**src/rtl/viterbi_pkg.sv**
```systemverilog
// Shared types and saturating arithmetic for the streaming Viterbi decoder.
package viterbi_pkg;

    typedef enum logic [2:0] {
        IDLE = 3'd0,
        FWD  = 3'd1,
        TERM = 3'd2,
        BACK = 3'd3,
        OUT  = 3'd4
    } state_t;

    localparam logic [1:0] CFG_A = 2'd0;
    localparam logic [1:0] CFG_B = 2'd1;
    localparam logic [1:0] CFG_C = 2'd2;

    localparam int unsigned DEF_W = 16;

    function automatic logic signed [31:0] sat_max(input int unsigned w);
        return 32'((longint'(1) <<< (w - 1)) - longint'(1));
    endfunction

    function automatic logic signed [31:0] sat_min(input int unsigned w);
        return 32'(-(longint'(1) <<< (w - 1)));
    endfunction

    localparam logic signed [31:0] MAX_DEF = sat_max(DEF_W);
    localparam logic signed [31:0] MIN_DEF = sat_min(DEF_W);

    // Add two sign-extended operands and clamp to the signed w-bit range.
    function automatic logic signed [31:0] sat_add(input logic signed [31:0] a,
                                                   input logic signed [31:0] b,
                                                   input int unsigned w);
        longint s;
        s = longint'(a) + longint'(b);
        if (s > longint'(sat_max(w))) return sat_max(w);
        if (s < longint'(sat_min(w))) return sat_min(w);
        return 32'(s);
    endfunction

endpackage

```
**src/rtl/viterbi_acs.sv**
```systemverilog
// Combinational add-compare-select for one destination state; lowest source index wins ties.
module viterbi_acs
    import viterbi_pkg::*;
#(
    parameter int unsigned NS = 3,
    parameter int unsigned W  = 16,
    parameter int unsigned SW = $clog2(NS)
) (
    input  logic signed [W-1:0] delta [NS],
    input  logic signed [W-1:0] a_col [NS],
    input  logic signed [W-1:0] emit,
    output logic signed [W-1:0] delta_new,
    output logic        [SW-1:0] psi
);

    logic signed [W-1:0] best;
    logic signed [W-1:0] cand;

    always_comb begin
        cand = '0;
        best = W'(sat_add(32'(delta[0]), 32'(a_col[0]), W));
        psi  = '0;
        for (int i = 1; i < NS; i++) begin
            cand = W'(sat_add(32'(delta[i]), 32'(a_col[i]), W));
            if (cand > best) begin
                best = cand;
                psi  = SW'(i);
            end
        end
        delta_new = W'(sat_add(32'(best), 32'(emit), W));
    end

endmodule

```
**src/rtl/viterbi_stream_decoder.sv**
```systemverilog
// Streaming HMM Viterbi decoder: loadable tables, valid/ready observations, backpressured path output.
// Define VITERBI_NORM_EN to renormalise deltas each step and report the accumulated offset as best_score.
module viterbi_stream_decoder
    import viterbi_pkg::*;
#(
    parameter  int unsigned NS      = 3,
    parameter  int unsigned NK      = 3,
    parameter  int unsigned MAX_LEN = 16,
    parameter  int unsigned W       = 16,
    localparam int unsigned AW      = $clog2(NS * ((NS > NK) ? NS : NK)),
    localparam int unsigned LW      = $clog2(MAX_LEN + 1),
    localparam int unsigned KW      = $clog2(NK),
    localparam int unsigned SW      = $clog2(NS)
) (
    input  logic                clk,
    input  logic                rst_n,
    input  logic                cfg_we,
    input  logic [1:0]          cfg_sel,
    input  logic [AW-1:0]       cfg_addr,
    input  logic signed [W-1:0] cfg_data,
    input  logic                start,
    input  logic [LW-1:0]       seq_len,
    input  logic                obs_valid,
    input  logic [KW-1:0]       obs_sym,
    output logic                obs_ready,
    output logic                path_valid,
    output logic [SW-1:0]       path_state,
    output logic                path_last,
    input  logic                path_ready,
    output logic signed [W-1:0] best_score,
    output logic                busy,
    output logic                err
);

    localparam int unsigned IW = $clog2(MAX_LEN);
    localparam int unsigned NA = NS * NS;
    localparam int unsigned NB = NS * NK;

    state_t state;

    logic signed [W-1:0] tab_a [NA];
    logic signed [W-1:0] tab_b [NB];
    logic signed [W-1:0] tab_c [NS];

    logic signed [W-1:0] delta      [NS];
    logic signed [W-1:0] emit       [NS];
    logic signed [W-1:0] init       [NS];
    logic signed [W-1:0] acs_out    [NS];
    logic signed [W-1:0] step_delta [NS];
    logic        [SW-1:0] acs_psi   [NS];

    logic [SW-1:0] psi_mem  [MAX_LEN][NS];
    logic [SW-1:0] path_mem [MAX_LEN];

    logic [LW-1:0] len;
    logic [LW-1:0] t;
    logic [LW-1:0] idx;
    logic [SW-1:0] cur;
    logic [KW-1:0] sym;

    logic signed [W-1:0] dmax;
    logic [SW-1:0]       darg;

`ifdef VITERBI_NORM_EN
    logic signed [W-1:0] offset;
`endif

    // Out-of-alphabet symbols decode as symbol 0.
    assign sym = (32'(obs_sym) >= NK) ? '0 : obs_sym;

    // Emission column for the current symbol and the t=0 initial deltas.
    always_comb begin
        for (int j = 0; j < NS; j++) begin
            emit[j] = tab_b[j * NK];
            for (int k = 1; k < NK; k++) begin
                if (int'(sym) == k) emit[j] = tab_b[j * NK + k];
            end
            init[j] = W'(sat_add(32'(tab_c[j]), 32'(emit[j]), W));
        end
    end

    for (genvar j = 0; j < NS; j++) begin : g_acs
        logic signed [W-1:0] col [NS];

        always_comb begin
            for (int i = 0; i < NS; i++) col[i] = tab_a[i * NS + j];
        end

        viterbi_acs #(
            .NS (NS),
            .W  (W),
            .SW (SW)
        ) u_acs (
            .delta     (delta),
            .a_col     (col),
            .emit      (emit[j]),
            .delta_new (acs_out[j]),
            .psi       (acs_psi[j])
        );
    end

    // Max and argmax of the current deltas, lowest index on tie.
    always_comb begin
        dmax = delta[0];
        darg = '0;
        for (int i = 1; i < NS; i++) begin
            if (delta[i] > dmax) begin
                dmax = delta[i];
                darg = SW'(i);
            end
        end
    end

    always_comb begin
        for (int j = 0; j < NS; j++) begin
`ifdef VITERBI_NORM_EN
            step_delta[j] = W'(sat_add(32'(acs_out[j]), -(32'(dmax)), W));
`else
            step_delta[j] = acs_out[j];
`endif
        end
    end

    // Model tables: writable only while idle, out-of-range addresses dropped.
    always_ff @(posedge clk or negedge rst_n) begin
        if (!rst_n) begin
            for (int k = 0; k < NA; k++) tab_a[k] <= '0;
            for (int k = 0; k < NB; k++) tab_b[k] <= '0;
            for (int k = 0; k < NS; k++) tab_c[k] <= '0;
        end else if (cfg_we && state == IDLE) begin
            case (cfg_sel)
                CFG_A: for (int k = 0; k < NA; k++) if (int'(cfg_addr) == k) tab_a[k] <= cfg_data;
                CFG_B: for (int k = 0; k < NB; k++) if (int'(cfg_addr) == k) tab_b[k] <= cfg_data;
                CFG_C: for (int k = 0; k < NS; k++) if (int'(cfg_addr) == k) tab_c[k] <= cfg_data;
                default: ;
            endcase
        end
    end

    always_ff @(posedge clk or negedge rst_n) begin
        if (!rst_n) begin
            state      <= IDLE;
            len        <= '0;
            t          <= '0;
            idx        <= '0;
            cur        <= '0;
            obs_ready  <= 1'b0;
            path_valid <= 1'b0;
            path_state <= '0;
            path_last  <= 1'b0;
            best_score <= '0;
            busy       <= 1'b0;
            err        <= 1'b0;
`ifdef VITERBI_NORM_EN
            offset     <= '0;
`endif
            for (int j = 0; j < NS; j++) delta[j] <= '0;
            for (int s = 0; s < MAX_LEN; s++) begin
                path_mem[s] <= '0;
                for (int j = 0; j < NS; j++) psi_mem[s][j] <= '0;
            end
        end else begin
            err <= 1'b0;
            case (state)
                IDLE: begin
                    if (start) begin
                        if (seq_len != '0 && 32'(seq_len) <= MAX_LEN) begin
                            len       <= seq_len;
                            t         <= '0;
                            obs_ready <= 1'b1;
                            busy      <= 1'b1;
`ifdef VITERBI_NORM_EN
                            offset    <= '0;
`endif
                            state     <= FWD;
                        end else begin
                            err <= 1'b1;
                        end
                    end
                end

                FWD: begin
                    if (obs_valid) begin
                        if (t == '0) begin
                            for (int j = 0; j < NS; j++) delta[j] <= init[j];
                        end else begin
                            for (int j = 0; j < NS; j++) begin
                                delta[j]                <= step_delta[j];
                                psi_mem[t[IW-1:0]][j]   <= acs_psi[j];
                            end
`ifdef VITERBI_NORM_EN
                            offset <= W'(sat_add(32'(offset), 32'(dmax), W));
`endif
                        end
                        t <= t + 1'b1;
                        if (t + 1'b1 == len) begin
                            obs_ready <= 1'b0;
                            state     <= TERM;
                        end
                    end
                end

                TERM: begin
`ifdef VITERBI_NORM_EN
                    best_score <= W'(sat_add(32'(offset), 32'(dmax), W));
`else
                    best_score <= dmax;
`endif
                    path_mem[IW'(len - 1'b1)] <= darg;
                    cur   <= darg;
                    t     <= len - 1'b1;
                    idx   <= '0;
                    state <= (len == LW'(1)) ? OUT : BACK;
                end

                // Walk the survivor pointers from the final state back to t=0.
                BACK: begin
                    path_mem[IW'(t - 1'b1)] <= psi_mem[t[IW-1:0]][cur];
                    cur <= psi_mem[t[IW-1:0]][cur];
                    t   <= t - 1'b1;
                    if (t == LW'(1)) state <= OUT;
                end

                OUT: begin
                    if (!path_valid) begin
                        path_valid <= 1'b1;
                        path_state <= path_mem[idx[IW-1:0]];
                        path_last  <= (idx == len - 1'b1);
                    end else if (path_ready) begin
                        if (path_last) begin
                            path_valid <= 1'b0;
                            path_last  <= 1'b0;
                            path_state <= '0;
                            busy       <= 1'b0;
                            state      <= IDLE;
                        end else begin
                            idx        <= idx + 1'b1;
                            path_state <= path_mem[IW'(idx + 1'b1)];
                            path_last  <= (idx + 1'b1 == len - 1'b1);
                        end
                    end
                end

                default: state <= IDLE;
            endcase
        end
    end

endmodule

```
**config.mk**
```make
export PLATFORM = sky130hd
export DESIGN_NAME = viterbi_stream_decoder
export DESIGN_NICKNAME = d
export VERILOG_FILES = /design/src/rtl/viterbi_pkg.sv /design/src/rtl/viterbi_acs.sv /design/src/rtl/viterbi_stream_decoder.sv
export SDC_FILE = /design/constraint.sdc
export NUM_CORES = 2
export LEC_CHECK = 0
export CORE_ASPECT_RATIO = 1.75
export CORE_MARGIN = 2
export CORE_UTILIZATION = 45
export CTS_BUF_LIST = sky130_fd_sc_hd__clkbuf_2
export DETAILED_ROUTE_END_ITERATION = 7
export SLEW_MARGIN = 20
export SYNTH_ARGS = -nofsm -noshare
export SYNTH_HDL_FRONTEND = slang
export SYNTH_SLANG_ARGS = --single-unit
```
**constraint.sdc**
```tcl
create_clock -name clk -period 10.5 [get_ports clk]
set_input_delay 2.1 -clock clk [delete_from_list [all_inputs] [get_ports clk]]
set_output_delay 2.1 -clock clk [all_outputs]
set_load 0.005 [all_outputs]
```
==> impl_metrics.ini <==
[floorplan]
boundaryPins = 58
die_x_um = 239
die-area_um2 = 98900
core_um2 = 95500
start_util = 0.454
rows = 150
die_h_um = 414

[placement]
dp_hpwl_mm = 124
gp_congestion = 1.02
portBuffers = 57

[route]
ant_nets = 0
post_drt_wl_per_cell_um = 27.0
wl_mm = 161
drc = 0
viasPerCell = 6.26
drtPass1Iterations = 7
detail_route.iter0.violations = 2432
vias = 37400

[timing]
setup_viol = 0
worst_slew_pin_slew_ns = 1.15
clock_skew_ns = 0.149
fmaxAchievable_mhz = 103
slew_headroom = 0.231
hold_viol = 0
slew_viol_final = 0
setup_tns_ns = 0
period_minus_slack_ns = 9.74
period_share = 0.927
rsz0062_at_grt = false

[global_routing]
grt_first_pass_wirelength_mm = 238
grt_max_degree = 162
grt_use_total = 0.327
grt_pass1_vias = 37900
antenna_found_initial = 16
grt.overflow.total = 0

[clock_tree]
cts_made_buffers = 140
tritoncts = yes
root_buffer = clkbuf_2
cts.sinks = 555
clkTransAtPathRegs_ns = 0.12
clk_path_buf_depth = 3
worstSkewPairLatency_ns = 1.61
cts_hold_buf = 0
htree_levels = 4

[yosys]
synthCells = 4583
yosys.area_share.simple = 0.124
yosys_warnings = 0
ys_top_cells_by_area = dfrtp_1 32%, ha_1 11%, mux2_2 10%
netlist_top_cells_count = 555 x dfrtp_1, 393 x mux2_2, 381 x ha_1, 346 x a21oi_1, 329 x nand2_1
synth_top_family_by_area = compound AO/OA/AOI/OAI gates
yosys.cell_count.top_type = dfrtp_1
synth_fa_ha_area_frac = 0.122
syn-cell-area_um2 = 43300
synth_ff_type = dfrtp_1
yosys.area.top_type = dfrtp_1
ys_types = 88
synth-xor-area-share = 0.0362
synth-seq-cells = 555
synth_area_per_cell_um2 = 9.45
synth_seq_area_share = 0.321
synth_compound_area_frac = 0.211
synth_edf_count = 0
yosys.area.top_type_share = 0.321
synth_nets = 5014
synth.area.mux_share = 0.149
async_reset_ff_frac = 1.00

[min_path]
hold_path.class = reg2reg

[cells_and_area]
nets = 5081
n_fill_cell = 9124
area_growth_pct = 7.69
drive_gt1_frac = 0.174
post-route-util = 0.488

[flow_run]
cap_viol_max_count = 0

[setup_path]
worstPathMaxFanout = 14
max_stage_delay_ns = 0.66
cp_slowest_cell = dfrtp_1
crit_arrival_ns = 11.14
startpoint_type = register
crit_type = reg2reg
end_kind = register
critPathRequiredTime_ns = 11.90
cp_common_cell = ha_1

[status]
outcome = completed
-- final cells by class --
class | instances | area, µm² | area share
Multi-Input combinational cell | 3618 | 27900 | 0.598
Sequential cell | 555 | 13900 | 0.298
Tap cell | 1216 | 1520 | 0.0326
Timing Repair Buffer | 165 | 1400 | 0.0300
Clock buffer | 184 | 921 | 0.0197
Inverter | 170 | 638 | 0.0137
Clock inverter | 45 | 337 | 0.00721
Antenna cell | 12 | 30.0 | 0.000644
-- state kept, by name (all words and copies together) (netlist names) --
register / cells
path_valid: 1
err: 1
t: 5
idx: 5
tab_c: 48
tab_b: 144
psi_mem: 96
state: 3
delta: 48
g_acs.col: 144
best_score: 16
obs_ready: 1
cur: 2
path_last: 1
busy: 1
path_mem: 32
len: 5
path_state: 2
-- per-layer routing --
layer / vias to the layer above / share of wire / track usage / wire (µm)
met5: - / 0.00029 / 0 / 47
li1: 17300 / - / - / -
met1: 18200 / 0.34 / 0.321 / 55500
met2: 1214 / 0.51 / 0.587 / 81900
met4: 8 / 0.094 / 0.267 / 15200
met3: 562 / 0.053 / 0.0653 / 8560
-- cells by family (layout without fill, tap and decap cells) --
family | after synthesis | in the layout
AO/OA/AOI/OAI | 1379 | 1379
other | 0 | 12
adder cells (fa/ha/maj) | 417 | 417
buffers and inverters | 410 | 564
XOR/XNOR | 179 | 179
multiplexers | 537 | 537
flip-flops | 555 | 555
AND/OR/NAND/NOR | 1106 | 1106
-- critical path, delay by kind of cell, from the launching register on --
kind | cells | cell delay [ns]
fa+ha+maj | 5 | 1.80
compound gates | 25 | 5.66
flops | 1 | 0.66
simple gates | 3 | 0.71
buf+inv | 4 | 0.73
-- per-stage QoR --
step | std cells | hold slack, ns | cell area (µm²) | worst slack [ns]
global route | 5959 | 0.483 | 46600 | 0.132
floorplan | 4583 | 0.445 | 43300 | 1.91
CTS | 5950 | 0.379 | 46600 | 0.754
detailed placement | 5721 | 0.465 | 45300 | 0.766
global placement | 5721 | 0.456 | 45300 | 0.892
finish | 5965 | 0.480 | 46700 | 0.765
-- timing repair --
action,in CTS,in global routing
hold endpoints to repair,0,0
gates resized for setup,0,2
setup endpoints to repair,0,2
setup buffers,0,3
-- layout by cell type, fill, tap and decap left out, types with 90 or more instances in the layout --
master / instances
a21o_1: 135
inv_1: 170
nand2_1: 329
nor2b_1: 93
xnor2_1: 114
mux2_2: 393
dfrtp_1: 554
a21oi_1: 345
a211oi_1: 109
nand3_1: 104
o21ai_0: 259
ha_1: 381
clkbuf_2: 184
o211ai_1: 90
mux2i_1: 96
buf_4: 108
nor2_1: 239
-- final timing paths --
| path | endpoint | slack [ns] | startpoint | cells after the start |
|---|---|---|---|---|
| max in group asynchronous | tab_c[47] | 7.83 | rst_n | 3 |
| hold reg to reg | psi_mem[7] | 0.48 | psi_mem[7] | 2 |
| hold / removal | psi_mem[7] | 0.48 | psi_mem[7] | 2 |
| setup / recovery | delta[17] | 0.76 | delta[43] | 37 |
| min in group asynchronous | path_mem[28] | 0.53 | rst_n | 1 |
| setup reg to reg | delta[17] | 0.76 | delta[43] | 37 |
Power is left out: the tool's default activity adds up to more than one toggle a clock period on the data nets, which glitch-free logic cannot reach.
